<file path="config.mk">
export PLATFORM = sky130hd
export DESIGN_NAME = sobel_gradient_pipe
export DESIGN_NICKNAME = d
export VERILOG_FILES = /design/src/rtl/sobel_gradient_pipe.sv
export SDC_FILE = /design/constraint.sdc
export NUM_CORES = 1
export LEC_CHECK = 0
export CORE_AREA = 2 2 137 139
export DETAILED_ROUTE_END_ITERATION = 10
export DIE_AREA = 0 0 139 141
export PLACE_DENSITY_LB_ADDON = 0.3
export SYNTH_ARGS = -nofsm -noshare
export SYNTH_HDL_FRONTEND = slang
export SYNTH_SLANG_ARGS = --single-unit
export TNS_END_PERCENT = 100
</file>
<file path="constraint.sdc">
create_clock -name clk -period 3.5 [get_ports clk]
set_clock_uncertainty 0.15 [all_clocks]
set_input_delay 0.875 -clock clk [delete_from_list [all_inputs] [get_ports clk]]
set_output_delay 0.875 -clock clk [all_outputs]
set_load 0.1 [all_outputs]
</file>
<file path="src/rtl/sobel_gradient_pipe.sv">
// sobel_gradient_pipe: three-stage Sobel gradient unit with valid/ready flow
// control, selectable Gx/Gy combine mode, thresholded edge bit and a
// saturating edge counter. `edge` is a reserved word in SystemVerilog, so the
// edge output is named is_edge.
module sobel_gradient_pipe #(
  parameter  int PIXEL_W = 8,
  parameter  int CNT_W   = 20,
  localparam int MAG_W   = PIXEL_W + 3
) (
  input  logic                 clk,
  input  logic                 n_rst,
  input  logic [9*PIXEL_W-1:0] window,
  input  logic                 in_valid,
  output logic                 in_ready,
  input  logic [1:0]           mode,
  input  logic [MAG_W-1:0]     threshold,
  output logic                 out_valid,
  input  logic                 out_ready,
  output logic [MAG_W-1:0]     mag,
  output logic                 is_edge,
  output logic                 gx_neg,
  output logic                 gy_neg,
  input  logic                 count_clear,
  output logic [CNT_W-1:0]     edge_count
);

  // A weighted column sum p + 2p + p is at most 4*(2^PIXEL_W-1).
  localparam int SUM_W = PIXEL_W + 2;

  typedef enum logic [1:0] {
    MODE_GX  = 2'b00,
    MODE_GY  = 2'b01,
    MODE_SUM = 2'b10,
    MODE_MAX = 2'b11
  } mode_e;

  // Stage valids and flow control
  logic s1_valid_q, s1_valid_d;
  logic s2_valid_q, s2_valid_d;
  logic out_valid_q, out_valid_d;
  logic s3_free, s2_free, s1_free;
  logic accept, s1_move, s2_move;

  // Stage 1: partial sums plus the sample's own mode and threshold
  logic [PIXEL_W-1:0] px [9];
  logic [SUM_W-1:0]   gx_p_d, gx_m_d, gy_p_d, gy_m_d;
  logic [SUM_W-1:0]   gx_p_q, gx_m_q, gy_p_q, gy_m_q;
  mode_e              s1_mode_q;
  logic [MAG_W-1:0]   s1_thr_q;

  // Stage 2: absolute values and signs
  logic [SUM_W-1:0]   gx_abs_d, gy_abs_d, gx_abs_q, gy_abs_q;
  logic               gx_sgn_d, gy_sgn_d, gx_sgn_q, gy_sgn_q;
  mode_e              s2_mode_q;
  logic [MAG_W-1:0]   s2_thr_q;

  // Stage 3: output registers
  logic [MAG_W-1:0]   ax, ay, mag_d, mag_q;
  logic               edge_d, edge_q, gx_neg_q, gy_neg_q;

  logic [CNT_W-1:0]   edge_count_q, edge_count_d;

  // Flow control: a stage is free when empty or when it empties this cycle
  always_comb begin
    // NOTE: every signal written here gets a value on every path first, so no latch is inferred.
    s3_free     = !out_valid_q || out_ready;
    s2_free     = !s2_valid_q || s3_free;
    s1_free     = !s1_valid_q || s2_free;
    s2_move     = s2_valid_q && s3_free;
    s1_move     = s1_valid_q && s2_free;
    accept      = in_valid && s1_free;
    s1_valid_d  = s1_free ? in_valid   : s1_valid_q;
    s2_valid_d  = s2_free ? s1_valid_q : s2_valid_q;
    out_valid_d = s3_free ? s2_valid_q : out_valid_q;
  end

  // Stage valid registers
  always_ff @(posedge clk or negedge n_rst) begin
    // NOTE: sequential state uses non-blocking assignments so every register samples pre-edge values.
    if (!n_rst) begin
      s1_valid_q  <= 1'b0;
      s2_valid_q  <= 1'b0;
      out_valid_q <= 1'b0;
    end else begin
      s1_valid_q  <= s1_valid_d;
      s2_valid_q  <= s2_valid_d;
      out_valid_q <= out_valid_d;
    end
  end

  // Unpack the row-major window into individual pixels
  always_comb begin
    for (int k = 0; k < 9; k++) begin
      px[k] = window[k*PIXEL_W +: PIXEL_W];
    end
  end

  // Stage 1 combinational: positive and negative weighted column/row sums
  always_comb begin
    gx_p_d = SUM_W'(px[2]) + (SUM_W'(px[5]) << 1) + SUM_W'(px[8]);
    gx_m_d = SUM_W'(px[0]) + (SUM_W'(px[3]) << 1) + SUM_W'(px[6]);
    gy_p_d = SUM_W'(px[6]) + (SUM_W'(px[7]) << 1) + SUM_W'(px[8]);
    gy_m_d = SUM_W'(px[0]) + (SUM_W'(px[1]) << 1) + SUM_W'(px[2]);
  end

  // Stage 2 combinational: sign of each difference and its magnitude
  always_comb begin
    gx_sgn_d = gx_m_q > gx_p_q;
    gy_sgn_d = gy_m_q > gy_p_q;
    gx_abs_d = gx_sgn_d ? (gx_m_q - gx_p_q) : (gx_p_q - gx_m_q);
    gy_abs_d = gy_sgn_d ? (gy_m_q - gy_p_q) : (gy_p_q - gy_m_q);
  end

  // Stage 1/2 datapath registers, loaded only when their stage takes a sample
  always_ff @(posedge clk) begin
    // NOTE: datapath registers carry no reset; the valid bits alone decide whether their contents mean anything.
    if (accept) begin
      gx_p_q    <= gx_p_d;
      gx_m_q    <= gx_m_d;
      gy_p_q    <= gy_p_d;
      gy_m_q    <= gy_m_d;
      s1_mode_q <= mode_e'(mode);
      s1_thr_q  <= threshold;
    end
    if (s1_move) begin
      gx_abs_q  <= gx_abs_d;
      gy_abs_q  <= gy_abs_d;
      gx_sgn_q  <= gx_sgn_d;
      gy_sgn_q  <= gy_sgn_d;
      s2_mode_q <= s1_mode_q;
      s2_thr_q  <= s1_thr_q;
    end
  end

  // Stage 3 combinational: combine per mode and compare against threshold
  always_comb begin
    ax    = MAG_W'(gx_abs_q);
    ay    = MAG_W'(gy_abs_q);
    mag_d = ax;
    case (s2_mode_q)
      MODE_GX:  mag_d = ax;
      MODE_GY:  mag_d = ay;
      MODE_SUM: mag_d = ax + ay;
      MODE_MAX: mag_d = (ax >= ay) ? ax : ay;
      default:  mag_d = ax;
    endcase
    edge_d = mag_d >= s2_thr_q;
  end

  // Stage 3 output registers hold their value until a new sample arrives
  always_ff @(posedge clk or negedge n_rst) begin
    if (!n_rst) begin
      mag_q    <= '0;
      edge_q   <= 1'b0;
      gx_neg_q <= 1'b0;
      gy_neg_q <= 1'b0;
    end else if (s2_move) begin
      mag_q    <= mag_d;
      edge_q   <= edge_d;
      gx_neg_q <= gx_sgn_q;
      gy_neg_q <= gy_sgn_q;
    end
  end

  // Edge counter next state: clear wins, otherwise saturating increment on an edge transfer
  always_comb begin
    edge_count_d = edge_count_q;
    if (count_clear) begin
      edge_count_d = '0;
    end else if (out_valid_q && out_ready && edge_q && (edge_count_q != '1)) begin
      edge_count_d = edge_count_q + 1'b1;
    end
  end

  // Edge counter register
  always_ff @(posedge clk or negedge n_rst) begin
    if (!n_rst) begin
      edge_count_q <= '0;
    end else begin
      edge_count_q <= edge_count_d;
    end
  end

  assign in_ready   = s1_free;
  assign out_valid  = out_valid_q;
  assign mag        = mag_q;
  assign is_edge    = edge_q;
  assign gx_neg     = gx_neg_q;
  assign gy_neg     = gy_neg_q;
  assign edge_count = edge_count_q;

endmodule

</file>
; ---- Yosys cells after proc, flatten, opt, wreduce, memory -nomap -nowiden
; Cells that the tools add are included.
[word_totals]
output_inout_bits = 36
regBits = 125
[classes]
n_reduce_logical = 14
add_sub_neg = 14
eq_ne = 4
n_lt_le_gt_ge = 4
muxes = 6
[ops]
columns = op, n
row1 = 11-bit one-hot mux with 4 select lines, 1
row2 = 10-bit by 8-bit adder with 10-bit output, 4
row3 = 8-bit by 9-bit adder with 10-bit output, 4
row4 = 20-bit two-way mux, 2
row5 = 10-bit subtractor, 4
row6 = 10-bit two-way mux, 3
row7 = "20-bit by 1-bit adder with 20-bit output, second input constant", 1
row8 = 10-bit > comparator, 2
row9 = "20-bit inequality test, second input constant", 1
row10 = 10-bit by 10-bit adder with 11-bit output, 1
row11 = 11-bit greater-or-equal comparator, 1
row12 = 10-bit greater-or-equal comparator, 1
row13 = 1-bit logical AND, 6
row14 = "2-bit equality test, second input constant", 2
row15 = 1-bit zero test, 3
row16 = 1-bit logical OR, 3
row17 = "2-bit by 1-bit equality test with 1-bit output, second input constant", 1
row18 = 2-bit zero test, 1
row19 = 2-bit nonzero test, 1

; ---- Longest topological paths before layout
[depth]
word_depth = 5
depth_mapped = 15
depth_no_buf = 14

; ---- Worst setup path before layout
; Ideal clock, no wire load.
[synth_path]
kind = register to register
start = reg out_valid_q, in the netlist out_valid
end = reg gx_m_q[0] (enable)
path_slack_ns = -0.214
arrival_time_ns = 3.149
path_buffers = 0
setup_ns = 0.416
path_stages_with_launch = 4
cell_sequence = dfrtp_1 > nor2b_1 > nand3_1 > and2_1
[synth_via]
elab_chain_len = 5
[synth_lines]
columns = element, line
row1 = start: declaration, 40  ; logic out_valid_q, out_valid_d;
row2 = start signal: assignment, 87  ; out_valid_q <= out_valid_d;
row3 = 1-bit zero test, 66  ; s3_free = !out_valid_q || out_ready;
row4 = 1-bit logical OR, 66
row5 = 1-bit logical OR, 67  ; s2_free = !s2_valid_q || s3_free;
row6 = 1-bit logical OR, 68  ; s1_free = !s1_valid_q || s2_free;
row7 = via in_ready, 14  ; output logic in_ready,
row8 = 1-bit logical AND, 71  ; accept = in_valid && s1_free;
row9 = via accept, 42  ; logic accept, s1_move, s2_move;
row10 = end signal: assignment, 119  ; gx_m_q <= gx_m_d;
row11 = end: declaration, 47  ; logic [SUM_W-1:0] gx_p_q, gx_m_q, gy_p_q, gy_m_q;
; The timed path passes the listed nets, and every way through them passes these cells.
; A chain may end at the register's enable or synchronous reset.

; ---- Worst setup path after layout
[layout_path]
start = reg gx_abs_q[0]
end = reg edge_q, in the netlist is_edge
[layout_via]
elab_chain_len = 4
elab_cells_between_ends = 5
[layout_lines]
columns = element, line
row1 = start: declaration, 52  ; logic [SUM_W-1:0] gx_abs_d, gy_abs_d, gx_abs_q, gy_abs_q;
row2 = start signal: assignment, 126  ; gx_abs_q <= gx_abs_d;
row3 = 10-bit greater-or-equal comparator, 144  ; MODE_MAX: mag_d = (ax >= ay) ? ax : ay;
row4 = 10-bit two-way mux, 144
row5 = 11-bit one-hot mux with 4 select lines (*), 140  ; case (s2_mode_q)
row6 = via mag_d[1], 58  ; logic [MAG_W-1:0] ax, ay, mag_d, mag_q;
row7 = 11-bit greater-or-equal comparator (*), 147  ; edge_d = mag_d >= s2_thr_q;
row8 = end signal: assignment, 159  ; edge_q <= edge_d;
row9 = end: declaration, 59  ; logic edge_d, edge_q, gx_neg_q, gy_neg_q;
; Mark *: on every way through the listed nets, which the timed path passes. The rest lies on a longest branch.

==> impl_metrics.py <==
metrics = {
    "worst_setup_path": {
        "crit_fanout": 3,
        "critPathLaunchType": "flip-flop",
        "path_cells": "buf_4 > inv_1 > ha_1 > nand2b_1 > a211oi_2 > or3_4 > buf_4 > a211oi_2 > a311oi_2 > ha_1 > nor2b_1 > o21a_1 > o21a_1 > o21a_1 > o21ai_1 > a21oi_1",
        "r2r-start": "gx_abs_q[0]",
        "max_stage_delay_ns": 0.40,
        "rr_endpoint": "is_edge",
        "reg2reg_depth": 16,
        "crit_required_ns": 3.64,
        "cp_data_arrival_time_ns": 3.58,
        "cpMostUsedCell": "o21a_1",
        "cp_slowest_cell": "edfxtp_1",
        "crit_start": "gx_abs_q[0]",
        "crit_path_end_kind": "flip-flop",
        "crit_end": "is_edge",
        "ff2ff_setup_slack_ns": 0.07,
        "crit_type": "flip-flop to flip-flop",
    },
    "synth": {
        "avgSynthCellArea_sq_um": 10.5,
        "ys_types": 67,
        "synthCells": 867,
        "synth.cell_area_sq_um": 9140,
        "synth_seq_cells": 125,
        "synthFlopType": "edfxtp_1",
        "synth_nets": 1100,
        "async_flop_share_pct": 29.6,
        "synth-edff-count": 88,
        "synth_warnings": 0,
        "synth_seq_area_share_pct": 39.0,
    },
    "clocking": {
        "clockRootBuffer": "clkbuf_16",
        "cts_tree": "yes",
        "cts-htree-levels": 4,
        "cts_max_path_buffers": 2,
        "clk_latency_ns": 0.42,
        "clock-sinks": 125,
        "cts_made_buffers": 17,
        "path_clk_slew_ns": 0.05,
        "cts_hold_buffers": 0,
    },
    "global_route": {
        "grt-ovfl-total": 0,
        "grt_pass1_vias": 6991,
        "antenna_found_initial": 0,
        "grt_usage_pct": 21.5,
        "grt_max_degree": 54,
        "grt_first_pass_wirelength_mm": 33.7,
    },
    "drt": {
        "drtAntennaViolNets": 0,
        "drc": 0,
        "dr.pass1.iters": 5,
        "via_per_inst": 5.34,
        "num_vias": 6915,
        "routedWlPerCell_um": 15.8,
        "wirelength_mm": 20.4,
        "drt-initial-drc-count": 347,
    },
    "job": {
        "maxCapViolations": 0,
    },
    "cells_and_area": {
        "fillers": 1457,
        "final_nets": 1281,
        "diodes": 0,
        "fin_cells": 1295,
        "final_area_sq_um": 11700,
        "drive_above_1_share_pct": 17.2,
        "finish.utilization_pct": 64.1,
        "syn_to_final_growth_pct": 28.1,
    },
    "sta": {
        "slew_viol_final": 0,
        "tightest_slew_ns": 0.823,
        "finalHoldViolations": 0,
        "maxSlewHeadroom_pct": 45.1,
        "finalCritPeriodShare_pct": 98.1,
        "fin_crit_ns": 3.43,
        "setup_ws_ns": 0.0655,
        "rsz0062_at_grt": "yes",
        "final.setup.tns_ns": 0,
        "fmax_mhz": 291,
        "final-setup-viol-count": 0,
    },
    "floorplanning": {
        "rows": 50,
        "design.core.area_sq_um": 18300,
        "die_h_um": 141,
        "start_util_pct": 50.0,
        "die_area_sq_um": 19600,
        "pin_count": 126,
        "die_width_um": 139,
    },
    "place": {
        "placedInstanceArea_sq_um": 10900,
        "dp.cells": 1258,
        "dp_hpwl_mm": 15.9,
        "gp_congestion": 0.893,
        "pre_cts_ws_ns": -0.259,
        "io_buffers": 117,
    },
    "power_and_ir_drop": {
        "clock_power_share_pct": 18.6,
        "p_switching_mw": 3.65,
        "irDropWorstVdd_mv": 1.04,
        "intPower_mw": 5.27,
        "switching_share_pct": 40.9,
        "leakagePower_nw": 5.14,
        "p_comb_share_pct": 55.9,
        "seq_power_share_pct": 25.5,
        "power_density_nw_per_um2": 762,
    },
    "hold_path": {
        "hold_class": "flip-flop to flip-flop",
    },
    "run_status": {
        "status": "finished clean",
    },
}
[critical path, delay by kind of cell, from the launching register on]
family / cells / cell delay, ns
AO/OA/AOI/OAI: 8 / 1.39
adder cells (fa/ha/maj): 2 / 0.53
buffers and inverters: 3 / 0.34
flip-flops: 1 / 0.40
AND/OR/NAND/NOR: 3 / 0.47
[routing by layer]
metal	track usage, %	vias to the layer above	routed length, um
li1	-	3450	-
met2	39.4	170	10600
met1	25.6	3265	8650
met3	4.42	30	852
met4	6.27	0	320
met5	0	-	0
[registers in the layout (all words and copies together) (netlist names)]
register / cells
s2_valid_q: 1
gx_neg: 1
mag: 11
gx_sgn_q: 1
s2_thr_q: 11
is_edge: 1
gy_m_q: 10
s1_mode_q: 2
gy_sgn_q: 1
gy_neg: 1
s1_valid_q: 1
gx_m_q: 10
out_valid: 1
s1_thr_q: 11
s2_mode_q: 2
gx_p_q: 10
gy_p_q: 10
gx_abs_q: 10
gy_abs_q: 10
edge_count: 20
[worst min path at each step]
stage                       from           end  cells past startpoint
floorplan           s1_mode_q[0]  s2_mode_q[0]                      0
detailed placement   s1_thr_q[8]   s2_thr_q[8]                      0
global placement     s1_thr_q[9]   s2_thr_q[9]                      0
global route         s1_thr_q[0]   s2_thr_q[0]                      0
finish              s1_mode_q[0]  s2_mode_q[0]                      0
CTS                 s1_mode_q[0]  s2_mode_q[0]                      0
[layout by cell type (no fill, tap or decap), drive strengths merged, types with 6 or more instances in the layout]
master	synthesis	routed
nand2	45	45
a21oi	57	57
a31oi	11	11
mux2i	13	13
nor2	51	51
nand3b	9	9
inv	93	93
nand3	14	14
dfrtp	37	37
clkbuf	10	23
o21ai	39	39
nand2b	16	16
nor2b	23	23
clkinv	0	6
or3	12	12
ha	106	106
a21o	18	18
xor2	26	26
and3	10	10
nand4	15	15
clkdlybuf4s50	0	80
o21a	7	7
nor3	15	15
xnor2	31	31
edfxtp	88	88
a211oi	11	11
o41ai	6	6
buf	13	105
fa	37	37
[kinds of logic after synthesis]
group,Yosys count,share of synthesized area [%]
and+or+nand+nor,222,12.6
buffers and inverters,116,5.02
muxes,18,2.04
adders and majority gates,143,22.6
xor gates and xnor gates,57,5.46
AOI/OAI and AO/OA,186,13.3
DFF,125,39.0
[synthesized netlist by cell type, drive strengths merged (2+ instances only)]
library cell,n,area (sq um)
a2111oi,2,18.8
a211o,2,17.5
a211oi,11,87.6
a21o,18,135
a21oi,57,285
a221o,2,20.0
a22oi,2,15.0
a311oi,5,43.8
a31o,2,17.5
a31oi,11,75.1
a41oi,3,26.3
and2,5,31.3
and3,10,62.6
buf,13,72.6
clkbuf,10,37.5
dfrtp,37,926
edfxtp,88,2640
fa,37,741
ha,106,1330
inv,93,349
mux2,5,56.3
mux2i,13,130
nand2,45,171
nand2b,16,100
nand3,14,75.1
nand3b,9,67.6
nand4,15,93.8
nor2,51,191
nor2b,23,144
nor3,15,80.1
nor4,2,18.8
o211ai,5,47.5
o21a,7,52.6
o21ai,39,199
o21bai,3,22.5
o221ai,2,17.5
o31ai,2,15.0
o41ai,6,52.6
or3,12,75.1
or4,2,15.0
xnor2,31,272
xor2,26,228
[final cells by class]
class	instances	area [sq um]	area share, %
multi-input combinational	626	5330	45.5
sequential	125	3570	30.5
timing repair buffer	185	1620	13.8
clock buffer	23	458	3.91
inverter	93	349	2.98
tap	234	293	2.50
clock inverter	9	96.3	0.823
[power by group through the flow]
stage	clock (mW)	sequential, mW	combinational (mW)
2_1_floorplan	0	2.81	2.57
3_3_place_gp	0	2.28	4.46
3_5_place_dp	0	2.29	4.53
4_1_cts	1.69	2.26	4.67
5_1_grt	1.75	2.32	5.47
6_report	1.66	2.28	4.99
[metrics by stage]
stage          hold slack (ns)  power [mW]
2_1_floorplan            0.250        5.38
3_3_place_gp             0.253        6.74
6_report                 0.268        8.93
4_1_cts                  0.269        8.63
5_1_grt                  0.275        9.54
3_5_place_dp             0.256        6.82
[timing repair]
item	4_1_cts	5_1_grt
resized for setup	15	29
pin swaps	2	13
setup buffers	0	5
endpoints found under the setup margin	1	1
Note: power is estimated with default switching activity, not from simulation.
